$ cat src/rtl/muldiv_ctrl_if.sv
// muldiv_ctrl_if
//   Bundles the start/status/result-control signals that pass between the
//   main control unit, the iterative multiply/divide units and the
//   muldiv_ctrl sequencer.
//
//   Handshake: start_mult/start_div are single-cycle request pulses. The
//   sequencer samples them only while idle. Requests that arrive while busy
//   is high are dropped and never queued. The requester treats busy as its
//   stall signal. done marks completion for exactly one cycle.
//
//   slave  : the sequencer side. It receives the requests and div_ok, and
//            drives the init pulses, busy and the HI/LO controls.
//   master : the environment side. It drives the requests and div_ok.
interface muldiv_ctrl_if;
    logic start_mult;    // request a multiply
    logic start_div;     // request a divide
    logic div_ok;        // divider status, low = zero denominator
    logic mult_init;     // init pulse to the multiplier
    logic div_init;      // init pulse to the divider
    logic busy;          // operation in flight
    logic hilo_we;       // HI/LO write enable
    logic hilo_sel;      // HI/LO source: 0 = multiplier, 1 = divider
    logic done;          // one-cycle completion pulse
    logic div_zero_exc;  // one-cycle divide-by-zero exception pulse

    modport slave (
        input  start_mult, start_div, div_ok,
        output mult_init, div_init, busy, hilo_we, hilo_sel, done, div_zero_exc
    );

    modport master (
        output start_mult, start_div, div_ok,
        input  mult_init, div_init, busy, hilo_we, hilo_sel, done, div_zero_exc
    );
endinterface

$ cat src/rtl/muldiv_ctrl.sv
// muldiv_ctrl
//   Sequencer for the iterative multiply and divide units. It accepts a
//   start request while idle and pulses the selected unit's init input for
//   one cycle. It then counts the unit's iteration cycles and finishes in
//   one of two ways: it commits the result to HI/LO, or it raises a
//   divide-by-zero exception when the divider rejects its denominator.
//
// Ports
//   clk       : clock, rising edge
//   reset     : synchronous, active-high
//   bus       : muldiv_ctrl_if.slave (requests, div_ok, init pulses, busy,
//               HI/LO controls, done, div_zero_exc)
//   dbg_state : current FSM state (0 IDLE, 1 INIT, 2 RUN, 3 COMMIT, 4 ZERO)
//
// Every output is a flop. Its next value is decoded from the next state and
// the next op, so the outputs line up with the state register and no input
// reaches an output combinationally.
module muldiv_ctrl #(
    parameter int DIV_CYCLES  = 32,
    parameter int MULT_CYCLES = 32,
    parameter int CNT_W       = 6
) (
    input  logic             clk,
    input  logic             reset,
    muldiv_ctrl_if.slave     bus,
    output logic [2:0]       dbg_state
);

    typedef enum logic [2:0] {
        S_IDLE   = 3'd0,
        S_INIT   = 3'd1,
        S_RUN    = 3'd2,
        S_COMMIT = 3'd3,
        S_ZERO   = 3'd4
    } state_e;

    // Last RUN count for each unit. RUN lasts N cycles, with counts 0..N-1.
    localparam logic [CNT_W-1:0] DIV_LAST  = CNT_W'(DIV_CYCLES - 1);
    localparam logic [CNT_W-1:0] MULT_LAST = CNT_W'(MULT_CYCLES - 1);

    state_e           state_q, state_d;
    logic             op_q, op_d;        // 0 = multiply, 1 = divide
    logic [CNT_W-1:0] cnt_q, cnt_d;

    logic mult_init_q, mult_init_d;
    logic div_init_q, div_init_d;
    logic busy_q, busy_d;
    logic hilo_we_q, hilo_we_d;
    logic hilo_sel_q, hilo_sel_d;
    logic done_q, done_d;
    logic div_zero_exc_q, div_zero_exc_d;

    logic [CNT_W-1:0] last_cnt;

    assign last_cnt = op_q ? DIV_LAST : MULT_LAST;

    // State register, plus the registered copies of the outputs.
    always_ff @(posedge clk) begin
        if (reset) begin
            state_q        <= S_IDLE;
            op_q           <= 1'b0;
            cnt_q          <= '0;
            mult_init_q    <= 1'b0;
            div_init_q     <= 1'b0;
            busy_q         <= 1'b0;
            hilo_we_q      <= 1'b0;
            hilo_sel_q     <= 1'b0;
            done_q         <= 1'b0;
            div_zero_exc_q <= 1'b0;
        end else begin
            state_q        <= state_d;
            op_q           <= op_d;
            cnt_q          <= cnt_d;
            mult_init_q    <= mult_init_d;
            div_init_q     <= div_init_d;
            busy_q         <= busy_d;
            hilo_we_q      <= hilo_we_d;
            hilo_sel_q     <= hilo_sel_d;
            done_q         <= done_d;
            div_zero_exc_q <= div_zero_exc_d;
        end
    end

    // Next-state logic.
    always_comb begin
        state_d = state_q;
        op_d    = op_q;
        cnt_d   = cnt_q;
        case (state_q)
            S_IDLE: begin
                // A divide wins over a simultaneous multiply. The multiply
                // is dropped, not queued.
                if (bus.start_div) begin
                    state_d = S_INIT;
                    op_d    = 1'b1;
                end else if (bus.start_mult) begin
                    state_d = S_INIT;
                    op_d    = 1'b0;
                end
            end
            S_INIT: begin
                cnt_d   = '0;
                state_d = S_RUN;
            end
            S_RUN: begin
                cnt_d = cnt_q + CNT_W'(1);
                // The divider reports a zero denominator only in the first
                // RUN cycle. div_ok means nothing in any other cycle.
                if (op_q && (cnt_q == '0) && !bus.div_ok) begin
                    state_d = S_ZERO;
                end else if (cnt_q == last_cnt) begin
                    state_d = S_COMMIT;
                end
            end
            S_COMMIT: state_d = S_IDLE;
            S_ZERO:   state_d = S_IDLE;
            default:  state_d = S_IDLE;
        endcase
    end

    // Output decode from the next state. The result is registered above.
    always_comb begin
        mult_init_d    = (state_d == S_INIT) && !op_d;
        div_init_d     = (state_d == S_INIT) && op_d;
        busy_d         = (state_d != S_IDLE);
        hilo_we_d      = (state_d == S_COMMIT);
        done_d         = (state_d == S_COMMIT) || (state_d == S_ZERO);
        div_zero_exc_d = (state_d == S_ZERO);
        // op changes only when a request is accepted, so the select holds
        // through IDLE.
        hilo_sel_d     = op_d;
    end

    assign bus.mult_init    = mult_init_q;
    assign bus.div_init     = div_init_q;
    assign bus.busy         = busy_q;
    assign bus.hilo_we      = hilo_we_q;
    assign bus.hilo_sel     = hilo_sel_q;
    assign bus.done         = done_q;
    assign bus.div_zero_exc = div_zero_exc_q;
    assign dbg_state        = state_q;

endmodule

$ cat src/flat_wrapper.sv
// flat-port wrapper written by rule: the top's interface ports become plain ports
module muldiv_ctrl_flat 
#(
    parameter int DIV_CYCLES  = 32,
    parameter int MULT_CYCLES = 32,
    parameter int CNT_W       = 6
)
  (clk, reset, dbg_state, bus_start_mult, bus_start_div, bus_div_ok, bus_mult_init, bus_div_init, bus_busy, bus_hilo_we, bus_hilo_sel, bus_done, bus_div_zero_exc);
  muldiv_ctrl_if bus_i ();
  input  logic clk;
  input  logic reset;
  output logic [2:0] dbg_state;
  input wire logic [$bits(bus_i.start_mult)-1:0] bus_start_mult;
  input wire logic [$bits(bus_i.start_div)-1:0] bus_start_div;
  input wire logic [$bits(bus_i.div_ok)-1:0] bus_div_ok;
  output wire logic [$bits(bus_i.mult_init)-1:0] bus_mult_init;
  output wire logic [$bits(bus_i.div_init)-1:0] bus_div_init;
  output wire logic [$bits(bus_i.busy)-1:0] bus_busy;
  output wire logic [$bits(bus_i.hilo_we)-1:0] bus_hilo_we;
  output wire logic [$bits(bus_i.hilo_sel)-1:0] bus_hilo_sel;
  output wire logic [$bits(bus_i.done)-1:0] bus_done;
  output wire logic [$bits(bus_i.div_zero_exc)-1:0] bus_div_zero_exc;
  assign bus_i.start_mult = bus_start_mult;
  assign bus_i.start_div = bus_start_div;
  assign bus_i.div_ok = bus_div_ok;
  assign bus_mult_init = bus_i.mult_init;
  assign bus_div_init = bus_i.div_init;
  assign bus_busy = bus_i.busy;
  assign bus_hilo_we = bus_i.hilo_we;
  assign bus_hilo_sel = bus_i.hilo_sel;
  assign bus_done = bus_i.done;
  assign bus_div_zero_exc = bus_i.div_zero_exc;
  muldiv_ctrl #(.DIV_CYCLES(DIV_CYCLES), .MULT_CYCLES(MULT_CYCLES), .CNT_W(CNT_W)) u_core (.clk(clk), .reset(reset), .bus(bus_i), .dbg_state(dbg_state));
endmodule
$ cat config.mk
export PLATFORM = sky130hd
export DESIGN_NAME = muldiv_ctrl_flat
export DESIGN_NICKNAME = d
export VERILOG_FILES = /design/src/rtl/muldiv_ctrl_if.sv /design/src/rtl/muldiv_ctrl.sv /design/src/flat_wrapper.sv
export SDC_FILE = /design/constraint.sdc
export NUM_CORES = 1
export LEC_CHECK = 0
export ABC_AREA = 1
export CORE_UTILIZATION = 45
export DETAILED_ROUTE_END_ITERATION = 10
export PLACE_DENSITY_LB_ADDON = 0.12
export SLEW_MARGIN = 20
export SYNTH_ARGS = -nofsm -noshare
export SYNTH_HDL_FRONTEND = slang
export SYNTH_SLANG_ARGS = --single-unit
$ cat constraint.sdc
create_clock -name clk -period 1.3 [get_ports clk]
set_input_delay 0.13 -clock clk [delete_from_list [all_inputs] [get_ports clk]]
set_output_delay 0.13 -clock clk [all_outputs]
set_load 0.01 [all_outputs]
* After elaboration in Yosys (flattened, before gate mapping)
Cells that the tools add are included.
Word-level totals: register bits 16, bits in latches 0, bits in writable memories 0, bits in read-only memories 0, input port bits 5, output and inout bits 10, logic and storage cells 36, memories 0
Operators by class: add/sub/neg operators 1, multiply operators 0, divide/modulo/power cells 0, $lt $le $gt $ge 0, equality and inequality tests 6, shift-type cells 0, mux-type cells 9, bitwise gates (word level) 0, reductions and logical operators 11
Operators by type and width (number):
- 3-bit two-way mux | 4
- 6-bit case mux with 2 select lines | 1
- 3-bit case mux with 3 select lines | 1
- 6-bit by 1-bit adder with 6-bit output, second input constant | 1
- 3-bit by 1-bit equality test with 1-bit output, second input constant | 2
- 3-bit by 2-bit equality test with 1-bit output, second input constant | 2
- 6-bit by 5-bit equality test with 1-bit output, second input constant | 1
- 6-bit logical NOT | 1
- 1-bit logical AND | 4
- 3-bit equality test, second input constant | 1
- 3-bit logical NOT | 1
- 1-bit two-way mux | 3
- 3-bit nonzero test | 1
- 1-bit logical NOT | 2
- 2-bit nonzero test | 1
- 1-bit logical OR | 1

* Logic depth before layout (Yosys ltp)
depth after elaboration 7, gate-level depth with buffers 7, depth with buffers taken out 7

* Least setup slack after synthesis
Ideal clock, no wire load.
path type register to register, start reg u_core.cnt_q[0], end reg u_core.done_q, in the netlist u_core.bus.done, library setup time 59 ps, arrival time 1047 ps, required time 1241 ps, slack 195 ps, cell stages (with the launch flop) 8, path buffers 0, clock period less this slack 1105 ps, cells stage by stage dfxtp_1 ha_1 nand4_1 nor2_1 nand3_1 nand2_2 nand2_2 nand2_1
On the way: longest elaborated chain between the ends 7, elaborated cells on any way between the ends 10, those cells by class eq/ne: 3; mux: 3; reduce/logical: 4
RTL lines:
- start, declared | line muldiv_ctrl.sv:43 | logic [CNT_W-1:0] cnt_q, cnt_d;
- start signal, assigned | line muldiv_ctrl.sv:73 | cnt_q <= cnt_d;
- 6-bit logical NOT | line muldiv_ctrl.sv:109 | if (op_q && (cnt_q == '0) && !bus.div_ok) begin
- 1-bit logical AND (2 in series) | line muldiv_ctrl.sv:109
- 3-bit two-way mux (*) | line muldiv_ctrl.sv:109
- 3-bit case mux with 3 select lines (*) | line muldiv_ctrl.sv:89 | case (state_q)
- 3-bit by 2-bit equality test with 1-bit output or 3-bit equality test (tied branches) | line muldiv_ctrl.sv:127 | done_d = (state_d == S_COMMIT) || (state_d == S_ZERO);
- 1-bit logical OR (*) | line muldiv_ctrl.sv:127
- end signal, assigned | line muldiv_ctrl.sv:79 | done_q <= done_d;
- end, declared | line muldiv_ctrl.sv:50 | logic done_q, done_d;
Every way passes the cells marked *; elsewhere a longest branch is shown, timed or not. A chain may end at the register's enable or synchronous reset.

* Worst setup path after layout
start reg u_core.busy_q, in the netlist u_core.bus.busy, end out bus_busy
RTL lines:
- start, declared | line muldiv_ctrl.sv:47 | logic busy_q, busy_d;
- start signal, assigned | line muldiv_ctrl.sv:76 | busy_q <= busy_d;
- end, declared | line flat_wrapper.sv:18 | output wire logic [$bits(bus_i.busy)-1:0] bus_busy;
No word-level cell between the ends.

==> flow_summary_export.csv <==
group,metric,value,unit
power,p_int,728,uW
drt,detail_route.first_pass.iterations,4,
sta,final-max-slew-violation-count,0,
power,comb_power_share,0.210,
sta,tightestPinTransition,0.224,ns
floorplan,initial_utilization,0.484,
placement,gpl.final_weighted_congestion,0.795,
synthesis,ys_ff_latch,16,
drt,viasPerCell,4.87,
floorplan,fp.coreArea,1510,um^2
cts,cts_root_buffer,"sky130_fd_sc_hd__clkbuf_4",
grt,number_of_global_route_vias_before_repair,548,
layout,areaGrowthSynthToFinish,26.8,%
cts,ctsHoldBuffers,0,
worst_hold_path,timing.hold.worst.class,"flop to flop",
synthesis,ys_seq_area_frac,0.439,
drt,detailroute.via_count,614,
cts,cts_inserted_buffers,3,
sta,final.min_clock_period,1.26,ns
cts,cts-resized-gates,6,
floorplan,fp.dieW,42.3,um
cts,cts-root-to-sink-buffers,2,
synthesis,synth.cell_area,729,um^2
sta,slew_headroom,0.851,
worst_setup_path,worst_setup_path_end_kind,"output port",
sta,post_route_setup_slack,0.0427,ns
power,power_dens_cells,1090,nW/um^2
cts,clk_pin_slew,0.09,ns
worst_setup_path,worst-path-max-fanout,1,
power,netSwitchingFraction,0.279,
floorplan,site_rows,14,
sta,worst_hold_slack,0.480,ns
drt,final_antenna_net_count,0,
placement,placement.io_buffers,14,
synthesis,mappedNetlistNets,99,
worst_setup_path,critPathArrivalTime,1.13,ns
status,status,"completed",
sta,timing.final.setup_violations,0,
drt,avgRoutedWirePerCell,10.7,um
cts,cts_tree,"built",
layout,final_net_count,119,
power,power.leakage,0.430,nW
sta,grt_setup_unrepaired,"no",
floorplan,io_pins,15,
synthesis,synthDistinctLibCells,23,
drt,drt_first_iter_violations,8,
worst_setup_path,critPathRequiredTime,1.17,ns
worst_setup_path,crit_path_max_incr_delay,0.53,ns
floorplan,vert_die_dim,42.3,um
sta,worst_clock_skew,0.00736,ns
sta,timing.final.crit_share,0.967,
drt,post-route-drc-count,0,
power,power_switching,282,uW
synthesis,yosys_warnings,0,
placement,place.detailed.hpwl,1.04,mm
grt,grt_antenna_before_repair,0,
worst_setup_path,worstSetupPathType,"flop to output port",
sta,final.setup.tns,0,ns
grt,grt_pass1_wl,2.38,mm
worst_setup_path,number_of_buffer_and_inverter_stages_on_the_critical_path,1,
cts,maximum_level_of_the_cts_h_tree,1,
worst_setup_path,crit_path_start_kind,"flop",
sta,maxClockFrequency,0.795,GHz
floorplan,die_area,1790,um^2
worst_setup_path,cp_top_family,"buffers and inverters",
power,power.total,1.01,mW
layout,insertedDiodeCount,0,
cts,clock_insertion_delay_worst_skew,0.28,ns
drt,drt_wl_total,1.35,mm
synthesis,synthCells,92,
grt,grt_start_max_net_pins,9,
worst_setup_path,cpMaxStageDelayCell,"sky130_fd_sc_hd__clkdlybuf4s50_1",
layout,final_layout_size_suffix_gt1_frac,0.245,
flow_run,drv_cap,0,
cts,cts_post_setup_buffers_inserted,0,
power,clkPwrFrac,0.251,
grt,grt.overflow.total,0,
layout,finalCoreUtilization,0.614,
placement,setup_slack_after_placement,0.0938,ns
cts,tritoncts_num_sinks,16,
power,max-vdd-ir-drop,0.618,mV
grt,grt_usage,0.181,
synthesis,mean_post_synth_cell_area,7.93,um^2
power,seq_power_share,0.539,
layout,filler_cell_count,139,
worst_setup_path,path_cells,"clkdlybuf4s50_1",
sta,hold_viol_final,0,
## kinds of logic (layout without fill, tap and decap cells)
group / Yosys count / after routing / synth area share
simple gates: 45 / 45 / 0.333
buf+inv: 17 / 35 / 0.0909
flops: 16 / 16 / 0.439
compound gates: 12 / 12 / 0.103
fa+ha+maj: 2 / 2 / 0.0343
## per-stage QoR
stage | instances | area [um^2]
global placement | 123 | 897
CTS | 126 | 917
floorplan | 92 | 729
finish | 126 | 925
detailed placement | 123 | 897
global route | 126 | 925
## synth_stat cells
cell	number	area [um^2]
sky130_fd_sc_hd__nand4_2	1	12.5
sky130_fd_sc_hd__o21ai_2	1	8.76
sky130_fd_sc_hd__nor2_4	1	11.3
sky130_fd_sc_hd__inv_1	12	45.0
sky130_fd_sc_hd__a21oi_4	1	16.3
sky130_fd_sc_hd__nand3_1	3	15.0
sky130_fd_sc_hd__a21oi_1	6	30.0
sky130_fd_sc_hd__o21ai_1	1	5.00
sky130_fd_sc_hd__nor3_1	3	15.0
sky130_fd_sc_hd__nand2_1	15	56.3
sky130_fd_sc_hd__nor2_2	1	6.26
sky130_fd_sc_hd__nor2_1	10	37.5
sky130_fd_sc_hd__inv_4	1	6.26
sky130_fd_sc_hd__nand2_2	4	25.0
sky130_fd_sc_hd__inv_2	4	15.0
sky130_fd_sc_hd__and2_1	1	6.26
sky130_fd_sc_hd__dfxtp_1	16	320
sky130_fd_sc_hd__nand3_2	2	20.0
sky130_fd_sc_hd__nand4_1	2	12.5
sky130_fd_sc_hd__and3_2	1	7.51
sky130_fd_sc_hd__nand3_4	1	17.5
sky130_fd_sc_hd__o21ai_0	3	15.0
sky130_fd_sc_hd__ha_1	2	25.0
## cell type report
type	instances	area, um^2	share of cell area
multi-input combinational	59	345	0.373
sequential	16	325	0.352
timing repair buffer	15	145	0.157
inverter	17	66.3	0.0717
clock buffer	3	22.5	0.0244
tap	16	20.0	0.0217
## sequential cells by signal (all words and copies together), names as in the netlist
register                 flops
u_core.dbg_state             3
u_core.bus.div_init          1
u_core.bus.mult_init         1
u_core.bus.busy              1
u_core.bus.div_zero_exc      1
u_core.op_q                  1
u_core.cnt_q                 6
u_core.bus.done              1
u_core.bus.hilo_we           1
## cell usage in the layout (no fill, tap or decap), drive strengths merged
master         count
nand3              6
dfxtp             16
nand2             19
nand4              3
nor3               3
buf                1
ha                 2
a21oi              7
and3               1
o21ai              5
inv               17
dlygate4sd2        4
nor2              12
and2               1
clkdlybuf4s50      9
clkbuf             3
dlymetal6s2s       1
## routing by layer
layer  GRT usage  up-vias  routed length (um)
met1       0.240      261                 636
met2       0.271       17                 622
met5           0        -                   0
met4       0.113        0                  42
met3      0.0302        5                  52
li1            -      331                   -
## path summary, 6_finish.rpt
kind | start | end | slack (ns) | cells past startpoint
max reg2reg | u_core.cnt_q[0] | u_core.bus.done | 0.13 | 7
max | u_core.bus.busy | bus_busy | 0.04 | 1
min reg2reg | u_core.cnt_q[0] | u_core.cnt_q[0] | 0.48 | 1
min | u_core.cnt_q[0] | u_core.cnt_q[0] | 0.48 | 1
## power groups by stage
stage / Sequential, mW / Clock [mW] / Combinational [mW]
global placement: 0.552 / 0 / 0.221
floorplan: 0.566 / 0 / 0.115
finish: 0.544 / 0.253 / 0.212
global route: 0.548 / 0.286 / 0.234
detailed placement: 0.554 / 0 / 0.221
CTS: 0.543 / 0.259 / 0.215
Note: power is estimated with default switching activity, not from simulation.
